$ cat config.mk
export PLATFORM = sky130hd
export DESIGN_NAME = axi_cart_fetch_flat
export DESIGN_NICKNAME = d
export VERILOG_FILES = /design/src/rtl/axi_cart_fetch_pkg.sv /design/src/rtl/axi_cart_fetch_if.sv /design/src/rtl/axi_cart_fetch_line_cache.sv /design/src/rtl/axi_cart_fetch.sv /design/src/flat_wrapper.sv
export SDC_FILE = /design/constraint.sdc
export NUM_CORES = 1
export LEC_CHECK = 0
export ABC_AREA = 0
export CELL_PAD_IN_SITES_DETAIL_PLACEMENT = 0
export CELL_PAD_IN_SITES_GLOBAL_PLACEMENT = 2
export CORE_MARGIN = 2
export CORE_UTILIZATION = 25
export DETAILED_ROUTE_END_ITERATION = 10
export PLACE_DENSITY_LB_ADDON = 0.3
export SLEW_MARGIN = 10
export SYNTH_ARGS = -nofsm -noshare
export SYNTH_HDL_FRONTEND = slang
export SYNTH_SLANG_ARGS = --single-unit
$ cat constraint.sdc
create_clock -name clock -period 4.8 [get_ports clock]
set_clock_uncertainty 0.05 [all_clocks]
set_input_delay 1.2 -clock clock [delete_from_list [all_inputs] [get_ports clock]]
set_output_delay 1.2 -clock clock [all_outputs]
set_load 0.03 [all_outputs]
$ cat src/rtl/axi_cart_fetch_pkg.sv
// gb_axi_pkg: shared AXI response codes, fetch FSM states and cache-line geometry for axi_cart_fetch
package gb_axi_pkg;
    typedef enum logic [1:0] {
        OKAY   = 2'b00,
        EXOKAY = 2'b01,
        SLVERR = 2'b10,
        DECERR = 2'b11
    } axi_resp_t;

    typedef enum logic [2:0] {
        ST_IDLE,
        ST_AR,
        ST_R,
        ST_AWW,
        ST_B
    } cart_fetch_state_t;

    localparam int LINE_BYTES = 8;
    localparam int LINE_OFF_W = 3;

    function automatic logic [7:0] byte_sel(input logic [63:0] line, input logic [LINE_OFF_W-1:0] off);
        return line[{off, 3'b000} +: 8];
    endfunction
endpackage

$ cat src/rtl/axi_cart_fetch_if.sv
// axi_cart_fetch_if: AXI4-Lite bus (32-bit address, 64-bit data) between the cartridge fetch bridge and the PS HP port
// Modports: master (bridge side, drives ar/aw/w valids and r/b readies), slave (memory side)
interface axi_cart_fetch_if #(
    parameter int ADDR_W = 32
);
    logic [ADDR_W-1:0] araddr;
    logic              arvalid;
    logic              arready;
    logic [63:0]       rdata;
    logic [1:0]        rresp;
    logic              rvalid;
    logic              rready;
    logic [ADDR_W-1:0] awaddr;
    logic              awvalid;
    logic              awready;
    logic [63:0]       wdata;
    logic [7:0]        wstrb;
    logic              wvalid;
    logic              wready;
    logic [1:0]        bresp;
    logic              bvalid;
    logic              bready;

    modport master (
        output araddr, arvalid, rready, awaddr, awvalid, wdata, wstrb, wvalid, bready,
        input  arready, rdata, rresp, rvalid, awready, wready, bresp, bvalid
    );

    modport slave (
        input  araddr, arvalid, rready, awaddr, awvalid, wdata, wstrb, wvalid, bready,
        output arready, rdata, rresp, rvalid, awready, wready, bresp, bvalid
    );
endinterface

$ cat src/rtl/axi_cart_fetch_line_cache.sv
// cart_line_cache: single 8-byte line store with tag/valid, hit compare, byte read-out and byte write-through
// Ports: clock/resetn (sync active-low), clr (drop line), fill/fill_tag/fill_data (load line),
//        upd/upd_off/upd_byte (patch one byte), tag_in/off_in (lookup), hit/rd_byte (lookup result)
module cart_line_cache
    import gb_axi_pkg::*;
#(
    parameter int TAG_W = 20
) (
    input  logic                  clock,
    input  logic                  resetn,
    input  logic                  clr,
    input  logic                  fill,
    input  logic [TAG_W-1:0]      fill_tag,
    input  logic [63:0]           fill_data,
    input  logic                  upd,
    input  logic [LINE_OFF_W-1:0] upd_off,
    input  logic [7:0]            upd_byte,
    input  logic [TAG_W-1:0]      tag_in,
    input  logic [LINE_OFF_W-1:0] off_in,
    output logic                  hit,
    output logic [7:0]            rd_byte
);
    logic             line_valid;
    logic [TAG_W-1:0] tag;
    logic [63:0]      data;

    assign hit     = line_valid && tag == tag_in;
    assign rd_byte = byte_sel(data, off_in);

    always_ff @(posedge clock) begin
        if (!resetn) begin
            line_valid <= 1'b0;
            tag        <= '0;
            data       <= '0;
        end else begin
            if (fill) begin
                line_valid <= 1'b1;
                tag        <= fill_tag;
                data       <= fill_data;
            end
            if (upd)
                data[{upd_off, 3'b000} +: 8] <= upd_byte;
            // clearing wins so an invalidate on the fill edge leaves the line dropped
            if (clr)
                line_valid <= 1'b0;
        end
    end
endmodule

$ cat src/rtl/axi_cart_fetch.sv
// axi_cart_fetch: Game Boy cartridge byte bus to AXI4-Lite initiator with a one-line (8-byte) read cache
// Optional feature macro: CART_FETCH_WRITE_EN (writes become AXI writes with cache write-through;
//   otherwise writes are acknowledged and dropped).
// Ports: clock/resetn (sync active-low), base_addr (DDR image base, bits [2:0] ignored),
//        invalidate (drop cached line), req_* (byte request valid/ready), rsp_* (one-cycle completion),
//        axi (AXI4-Lite master toward the PS S_AXI HP port)
module axi_cart_fetch
    import gb_axi_pkg::*;
#(
    parameter int REQ_ADDR_W = 23,
    parameter int AXI_ADDR_W = 32
) (
    input  logic                  clock,
    input  logic                  resetn,
    input  logic [AXI_ADDR_W-1:0] base_addr,
    input  logic                  invalidate,
    input  logic                  req_valid,
    output logic                  req_ready,
    input  logic                  req_write,
    input  logic [REQ_ADDR_W-1:0] req_addr,
    input  logic [7:0]            req_wdata,
    output logic                  rsp_valid,
    output logic [7:0]            rsp_rdata,
    output logic                  rsp_err,
    axi_cart_fetch_if.master      axi
);
    localparam int TAG_W = REQ_ADDR_W - LINE_OFF_W;
`ifdef CART_FETCH_WRITE_EN
    localparam cart_fetch_state_t WR_STATE = ST_AWW;
`else
    localparam cart_fetch_state_t WR_STATE = ST_IDLE;
`endif

    cart_fetch_state_t     state, state_n;
    logic [REQ_ADDR_W-1:0] addr_q;
    logic [AXI_ADDR_W-1:0] line_addr;
    logic                  no_cache, accept, cache_hit, hit, r_done, r_ok, aw_ok, w_ok, upd;
    logic [7:0]            hit_byte;
    logic                  unused_base;

    assign req_ready   = resetn && state == ST_IDLE;
    assign accept      = req_valid && req_ready;
    // an invalidate arriving with the request must force a refetch
    assign hit         = cache_hit && !invalidate;
    assign r_done      = state == ST_R && axi.rvalid;
    assign r_ok        = axi_resp_t'(axi.rresp) == OKAY;
    assign unused_base = ^base_addr[LINE_OFF_W-1:0];
    // modulo 2^AXI_ADDR_W sum of the aligned base and the aligned cartridge line offset
    assign line_addr   = {base_addr[AXI_ADDR_W-1:LINE_OFF_W], {LINE_OFF_W{1'b0}}}
                       + {{(AXI_ADDR_W-REQ_ADDR_W){1'b0}}, addr_q[REQ_ADDR_W-1:LINE_OFF_W], {LINE_OFF_W{1'b0}}};
    assign axi.araddr  = line_addr;
    assign axi.awaddr  = line_addr;
    assign axi.arvalid = state == ST_AR;
    assign axi.rready  = state == ST_R;

`ifdef CART_FETCH_WRITE_EN
    logic [7:0] wdata_q;
    logic       aw_done, w_done;

    assign axi.awvalid = state == ST_AWW && !aw_done;
    assign axi.wvalid  = state == ST_AWW && !w_done;
    assign axi.wdata   = {LINE_BYTES{wdata_q}};
    assign axi.wstrb   = 8'b1 << addr_q[LINE_OFF_W-1:0];
    assign axi.bready  = state == ST_B;
    assign aw_ok       = aw_done || axi.awready;
    assign w_ok        = w_done || axi.wready;
    assign upd         = accept && req_write && hit;

    // address and data channels complete independently; each flag remembers its own handshake
    always_ff @(posedge clock) begin
        if (!resetn) begin
            wdata_q <= '0;
            aw_done <= 1'b0;
            w_done  <= 1'b0;
        end else begin
            if (accept)
                wdata_q <= req_wdata;
            aw_done <= state == ST_AWW && !(aw_ok && w_ok) && aw_ok;
            w_done  <= state == ST_AWW && !(aw_ok && w_ok) && w_ok;
        end
    end
`else
    logic unused_wr;

    assign axi.awvalid = 1'b0;
    assign axi.wvalid  = 1'b0;
    assign axi.wdata   = '0;
    assign axi.wstrb   = '0;
    assign axi.bready  = 1'b0;
    assign aw_ok       = 1'b0;
    assign w_ok        = 1'b0;
    assign upd         = 1'b0;
    assign unused_wr   = ^{axi.awready, axi.wready, axi.bresp};
`endif

    cart_line_cache #(.TAG_W(TAG_W)) u_cache (
        .clock     (clock),
        .resetn    (resetn),
        .clr       (invalidate || (r_done && !r_ok)),
        .fill      (r_done && r_ok && !no_cache && !invalidate),
        .fill_tag  (addr_q[REQ_ADDR_W-1:LINE_OFF_W]),
        .fill_data (axi.rdata),
        .upd       (upd),
        .upd_off   (req_addr[LINE_OFF_W-1:0]),
        .upd_byte  (req_wdata),
        .tag_in    (req_addr[REQ_ADDR_W-1:LINE_OFF_W]),
        .off_in    (req_addr[LINE_OFF_W-1:0]),
        .hit       (cache_hit),
        .rd_byte   (hit_byte)
    );

    always_comb begin
        state_n = state;
        case (state)
            ST_IDLE: if (accept) state_n = req_write ? WR_STATE : (hit ? ST_IDLE : ST_AR);
            ST_AR:   if (axi.arready) state_n = ST_R;
            ST_R:    if (axi.rvalid) state_n = ST_IDLE;
            ST_AWW:  if (aw_ok && w_ok) state_n = ST_B;
            ST_B:    if (axi.bvalid) state_n = ST_IDLE;
            default: state_n = ST_IDLE;
        endcase
    end

    always_ff @(posedge clock) begin
        if (!resetn) begin
            state     <= ST_IDLE;
            addr_q    <= '0;
            no_cache  <= 1'b0;
            rsp_valid <= 1'b0;
            rsp_rdata <= '0;
            rsp_err   <= 1'b0;
        end else begin
            state     <= state_n;
            rsp_valid <= 1'b0;
            if (accept)
                addr_q <= req_addr;
            // an invalidate seen while the fetch is in flight keeps its data out of the cache
            no_cache <= (state == ST_AR || state == ST_R) && (no_cache || invalidate);
            if (accept && !req_write && hit) begin
                rsp_valid <= 1'b1;
                rsp_rdata <= hit_byte;
                rsp_err   <= 1'b0;
            end
`ifndef CART_FETCH_WRITE_EN
            if (accept && req_write) begin
                rsp_valid <= 1'b1;
                rsp_rdata <= '0;
                rsp_err   <= 1'b0;
            end
`endif
            if (r_done) begin
                rsp_valid <= 1'b1;
                rsp_rdata <= byte_sel(axi.rdata, addr_q[LINE_OFF_W-1:0]);
                rsp_err   <= !r_ok;
            end
`ifdef CART_FETCH_WRITE_EN
            if (state == ST_B && axi.bvalid) begin
                rsp_valid <= 1'b1;
                rsp_rdata <= '0;
                rsp_err   <= axi_resp_t'(axi.bresp) != OKAY;
            end
`endif
        end
    end
endmodule
$ cat src/flat_wrapper.sv
// flat-port wrapper written by rule: the top's interface ports become plain ports
module axi_cart_fetch_flat import gb_axi_pkg::*;
#(
    parameter int REQ_ADDR_W = 23,
    parameter int AXI_ADDR_W = 32
)
  (clock, resetn, base_addr, invalidate, req_valid, req_ready, req_write, req_addr, req_wdata, rsp_valid, rsp_rdata, rsp_err, axi_araddr, axi_arvalid, axi_rready, axi_awaddr, axi_awvalid, axi_wdata, axi_wstrb, axi_wvalid, axi_bready, axi_arready, axi_rdata, axi_rresp, axi_rvalid, axi_awready, axi_wready, axi_bresp, axi_bvalid);
  axi_cart_fetch_if axi_i ();
  input  logic clock;
  input  logic resetn;
  input  logic [AXI_ADDR_W-1:0] base_addr;
  input  logic invalidate;
  input  logic req_valid;
  output logic req_ready;
  input  logic req_write;
  input  logic [REQ_ADDR_W-1:0] req_addr;
  input  logic [7:0] req_wdata;
  output logic rsp_valid;
  output logic [7:0] rsp_rdata;
  output logic rsp_err;
  output wire logic [$bits(axi_i.araddr)-1:0] axi_araddr;
  output wire logic [$bits(axi_i.arvalid)-1:0] axi_arvalid;
  output wire logic [$bits(axi_i.rready)-1:0] axi_rready;
  output wire logic [$bits(axi_i.awaddr)-1:0] axi_awaddr;
  output wire logic [$bits(axi_i.awvalid)-1:0] axi_awvalid;
  output wire logic [$bits(axi_i.wdata)-1:0] axi_wdata;
  output wire logic [$bits(axi_i.wstrb)-1:0] axi_wstrb;
  output wire logic [$bits(axi_i.wvalid)-1:0] axi_wvalid;
  output wire logic [$bits(axi_i.bready)-1:0] axi_bready;
  input wire logic [$bits(axi_i.arready)-1:0] axi_arready;
  input wire logic [$bits(axi_i.rdata)-1:0] axi_rdata;
  input wire logic [$bits(axi_i.rresp)-1:0] axi_rresp;
  input wire logic [$bits(axi_i.rvalid)-1:0] axi_rvalid;
  input wire logic [$bits(axi_i.awready)-1:0] axi_awready;
  input wire logic [$bits(axi_i.wready)-1:0] axi_wready;
  input wire logic [$bits(axi_i.bresp)-1:0] axi_bresp;
  input wire logic [$bits(axi_i.bvalid)-1:0] axi_bvalid;
  assign axi_araddr = axi_i.araddr;
  assign axi_arvalid = axi_i.arvalid;
  assign axi_rready = axi_i.rready;
  assign axi_awaddr = axi_i.awaddr;
  assign axi_awvalid = axi_i.awvalid;
  assign axi_wdata = axi_i.wdata;
  assign axi_wstrb = axi_i.wstrb;
  assign axi_wvalid = axi_i.wvalid;
  assign axi_bready = axi_i.bready;
  assign axi_i.arready = axi_arready;
  assign axi_i.rdata = axi_rdata;
  assign axi_i.rresp = axi_rresp;
  assign axi_i.rvalid = axi_rvalid;
  assign axi_i.awready = axi_awready;
  assign axi_i.wready = axi_wready;
  assign axi_i.bresp = axi_bresp;
  assign axi_i.bvalid = axi_bvalid;
  axi_cart_fetch #(.REQ_ADDR_W(REQ_ADDR_W), .AXI_ADDR_W(AXI_ADDR_W)) u_core (.clock(clock), .resetn(resetn), .base_addr(base_addr), .invalidate(invalidate), .req_valid(req_valid), .req_ready(req_ready), .req_write(req_write), .req_addr(req_addr), .req_wdata(req_wdata), .rsp_valid(rsp_valid), .rsp_rdata(rsp_rdata), .rsp_err(rsp_err), .axi(axi_i));
endmodule
==> results.toml <==
[global_routing]
grt_overflow_total = 0
grt_max_degree = 47
grt_util_met3_pct = 2.48
grt_util_all_layers_pct = 14.8
antenna_found_initial = 1
grt_busiest_layer = "met2"
use_met2_pct = 25.3
grt_pass1_vias = 6602
grt_pass1_wl_um = 36300
use_met1_pct = 18.7

[power]
power_frac_comb_pct = 32.1
p_seq_share_pct = 31.0
p_leak_nw = 4.14
power_w = 0.00345
p_int_w = 0.00229
pwr_density_cell_nw_per_um2 = 322
ir_drop_mv = 0.194
power_switching_w = 0.00116
clkPwrFrac_pct = 36.8
switching_share_pct = 33.6

[worst_setup_path]
cp_max_fo = 3
critPathTopFamily = "buffers and inverters"
r2r-end = "u_core.u_cache.data[0]"
reg2reg_slack_ns = 2.36
cp_num_buf_inv = 4
arrival_ns = 3.46
cp-start-kind = "input pin"
worst-setup-path-type = "in -> out"
crit_end = "axi_araddr[26]"
reg2reg_from = "u_core.state[0]"
crit_start = "base_addr[15]"
cp_slowest_cell = "clkdlybuf4s50_1"
max_stage_delay_ns = 0.43
worst-r2r-cell-count = 7
path_depth = 11
endpoint_kind = "output pin"
required_ns = 3.55
crit_chain = "clkdlybuf4s50_1 > ha_1 > a21oi_1 > nand2_1 > a211oi_2 > nand3b_1 > buf_4 > a211o_1 > o311ai_2 > buf_4 > buf_4"
critPathMostFrequentCell = "buf_4"

[floorplan]
die_w_um = 179
io-pin-count = 293
coreArea_um2 = 30400
start_util_pct = 25.2
fp-row-count = 64
dieArea_um2 = 32100
die_y_um = 179

[synthesis]
synth_top_area_cell = "dfxtp_1"
synth_seq_area_share_pct = 31.6
syn_inst = 945
netlist_area_um2 = 7670
ys.flop_type = "dfxtp_1"
ys_warn_count = 0
synth_top_area_share_pct = 31.6
synthTopCellsByArea = "dfxtp_1 32%, nand2_1 12%, buf_4 11%, mux4_2 9.4%, a21oi_1 7.6%"
avgSynthCellArea_um2 = 8.11
async_flop_share_pct = 0
synth_edf_count = 0
synth_seq_cells = 121
synth_cell_types = 53

[flow_run]
drv_cap = 0

[clocking]
clk_path_buf_depth = 2
root_buffer = "clkbuf_16"
insertion_delay_ns = 0.42
h-tree-depth = 4
cts.reportedPaths.clkPinSlew_ns = 0.05
cts_tree = "yes"
clock_sinks = 121
numCtsBuffers = 17

[sta]
finalSetupTns_ns = 0
final_max_slew_viol_count = 0
rsz0062_at_grt = "yes"
min_period_over_period_pct = 98.1
max_slew_margin_pct = 25.4
fmax_mhz = 212
hold_viol = 0
setup_viol = 0
worst_pin_slew_ns = 1.12
fin_crit_ns = 4.71

[detailed_routing]
vias = 6926
via_per_inst = 4.47
route.detailed.drc = 0
first_iter_violations = 292
drt_pre_antenna_iters = 4
wire_per_inst_um = 15.7
drtAntennaViolNets = 0
wl_um = 24300

[status]
status = "complete, no violations"

[placement]
gp_congestion = 0.781
port_buffers = 195
place_hpwl_um = 18000

[worst_hold_path]
hold_path.class = "reg -> reg"
hold_path_depth = 2

[final_layout]
fin_nets = 1305
syn_to_final_growth_pct = 39.9
drive_gt1_share_pct = 19.8
-- worst min path at each step --
stage,end,from
floorplan,u_core.u_cache.data[16],u_core.u_cache.data[16]
global placement,u_core.u_cache.data[14],u_core.u_cache.data[14]
detailed placement,u_core.u_cache.data[51],u_core.u_cache.data[51]
CTS,u_core.u_cache.data[51],u_core.u_cache.data[51]
global route,u_core.u_cache.data[51],u_core.u_cache.data[51]
finish,u_core.u_cache.data[57],u_core.u_cache.data[57]
-- kinds of logic (layout without fill, tap and decap cells) --
logic type	after synthesis	count (layout)	share of synthesized area [%]
flip-flops	121	121	31.6
XOR/XNOR	43	43	4.91
adder cells (fa/ha/maj)	25	25	4.18
multiplexers	49	49	11.6
buffers and inverters	178	305	14.4
AO/OA/AOI/OAI	202	202	15.2
AND/OR/NAND/NOR	326	326	18.0
other	1	82	0.0489
-- worst register-to-register path, stage by stage (launching register included) --
cell and delay, ns:
dfxtp_1 0.33, inv_1 0.10, ha_1 0.25, nand2_1 0.31, and3b_2 0.75, buf_4 0.36
nand2_1 0.10, a21oi_1 0.12
-- state kept, by name, indices dropped and copies added, names as in the netlist --
name and flops:
u_core.state 2, u_core.u_cache.line_valid 1, u_core.addr_q 23, u_core.u_cache.tag 20, u_core.rsp_err 1, u_core.rsp_rdata 8
u_core.u_cache.data 64, u_core.rsp_valid 1, u_core.no_cache 1
-- routing by layer --
metal  share of wire [%]  routed length, µm  vias to the layer above
met2                  49              11900                      210
met5                   0                  0                        -
met1                  45              10900                     3234
met3                 4.6               1120                       28
met4                 1.4                348                        0
li1                    -                  -                     3454
-- per-stage QoR --
step | util, % | hold WS [ns] | instance area [µm²] | std cells | setup slack [ns]
final | 35.2 | 0.401 | 10700 | 1549 | 0.0932
after floorplan | - | 0.383 | 8000 | 1025 | 0.00334
after CTS | 34.8 | 0.405 | 10600 | 1545 | 0.00760
after detailed placement | 32.0 | 0.397 | 9730 | 1506 | -0.287
after global routing | 35.2 | 0.422 | 10700 | 1548 | -0.0265
after global placement | 32.0 | 0.389 | 9730 | 1506 | -0.292
-- cell usage after synthesis (2+ instances only) --
cell type,instances
a211oi_1,5
mux4_2,32
xor2_1,24
o21a_1,3
o211ai_1,4
nand3_1,8
a21o_1,15
nor2b_1,2
mux2i_1,17
buf_2,13
nor2_1,20
o311ai_0,2
ha_1,24
and3_1,3
and2_1,2
xnor2_1,19
nand2_1,240
clkbuf_2,2
buf_4,112
nand4_1,11
o22ai_1,8
or2_2,2
dfxtp_1,121
o21ai_0,32
inv_1,9
nor3_1,20
buf_1,3
a21oi_1,116
or3_1,5
a31oi_1,4
nor4_1,4
and3b_1,2
clkbuf_1,38
a211o_1,4
-- placed cells by master, fill, tap and decap left out, types with 15 or more instances in the layout --
cell type	synthesis	final
a21o_1	15	15
a21oi_1	116	114
nor3_1	20	20
mux4_2	32	32
buf_4	112	108
ha_4	0	15
xnor2_1	19	19
clkdlybuf4s50_1	0	129
clkbuf_16	0	17
o21ai_0	32	27
conb_1	1	81
nand2_1	240	240
mux2i_1	17	17
xor2_1	24	19
nor2_1	20	16
dfxtp_1	121	121
-- power by group through the flow --
stage	Combinational, W	Sequential, W	Clock, W
after detailed placement	0.00105	0.00109	0
final	0.00111	0.00107	0.00127
after CTS	0.00109	0.00107	0.00131
after global routing	0.00119	0.00107	0.00135
after floorplan	0.000732	0.00108	0
after global placement	0.00105	0.00109	0
-- cell type report --
| cell class | instances | area (µm²) |
|---|---|---|
| Fill cell | 3221 | 19700 |
| Multi-Input combinational cell | 726 | 4770 |
| Sequential cell | 121 | 2420 |
| Timing Repair Buffer | 263 | 2410 |
| Tap cell | 396 | 495 |
| Clock buffer | 19 | 443 |
| Clock inverter | 13 | 145 |
| Inverter | 10 | 37.5 |
| Antenna cell | 1 | 2.50 |
-- timing repair --
action	CTS	global route
hold buffers	0	0
pin swaps	24	19
setup buffers	7	3
resized for setup	44	28
setup endpoints to repair	38	26
No activity file was read; power rests on OpenSTA's default activity.
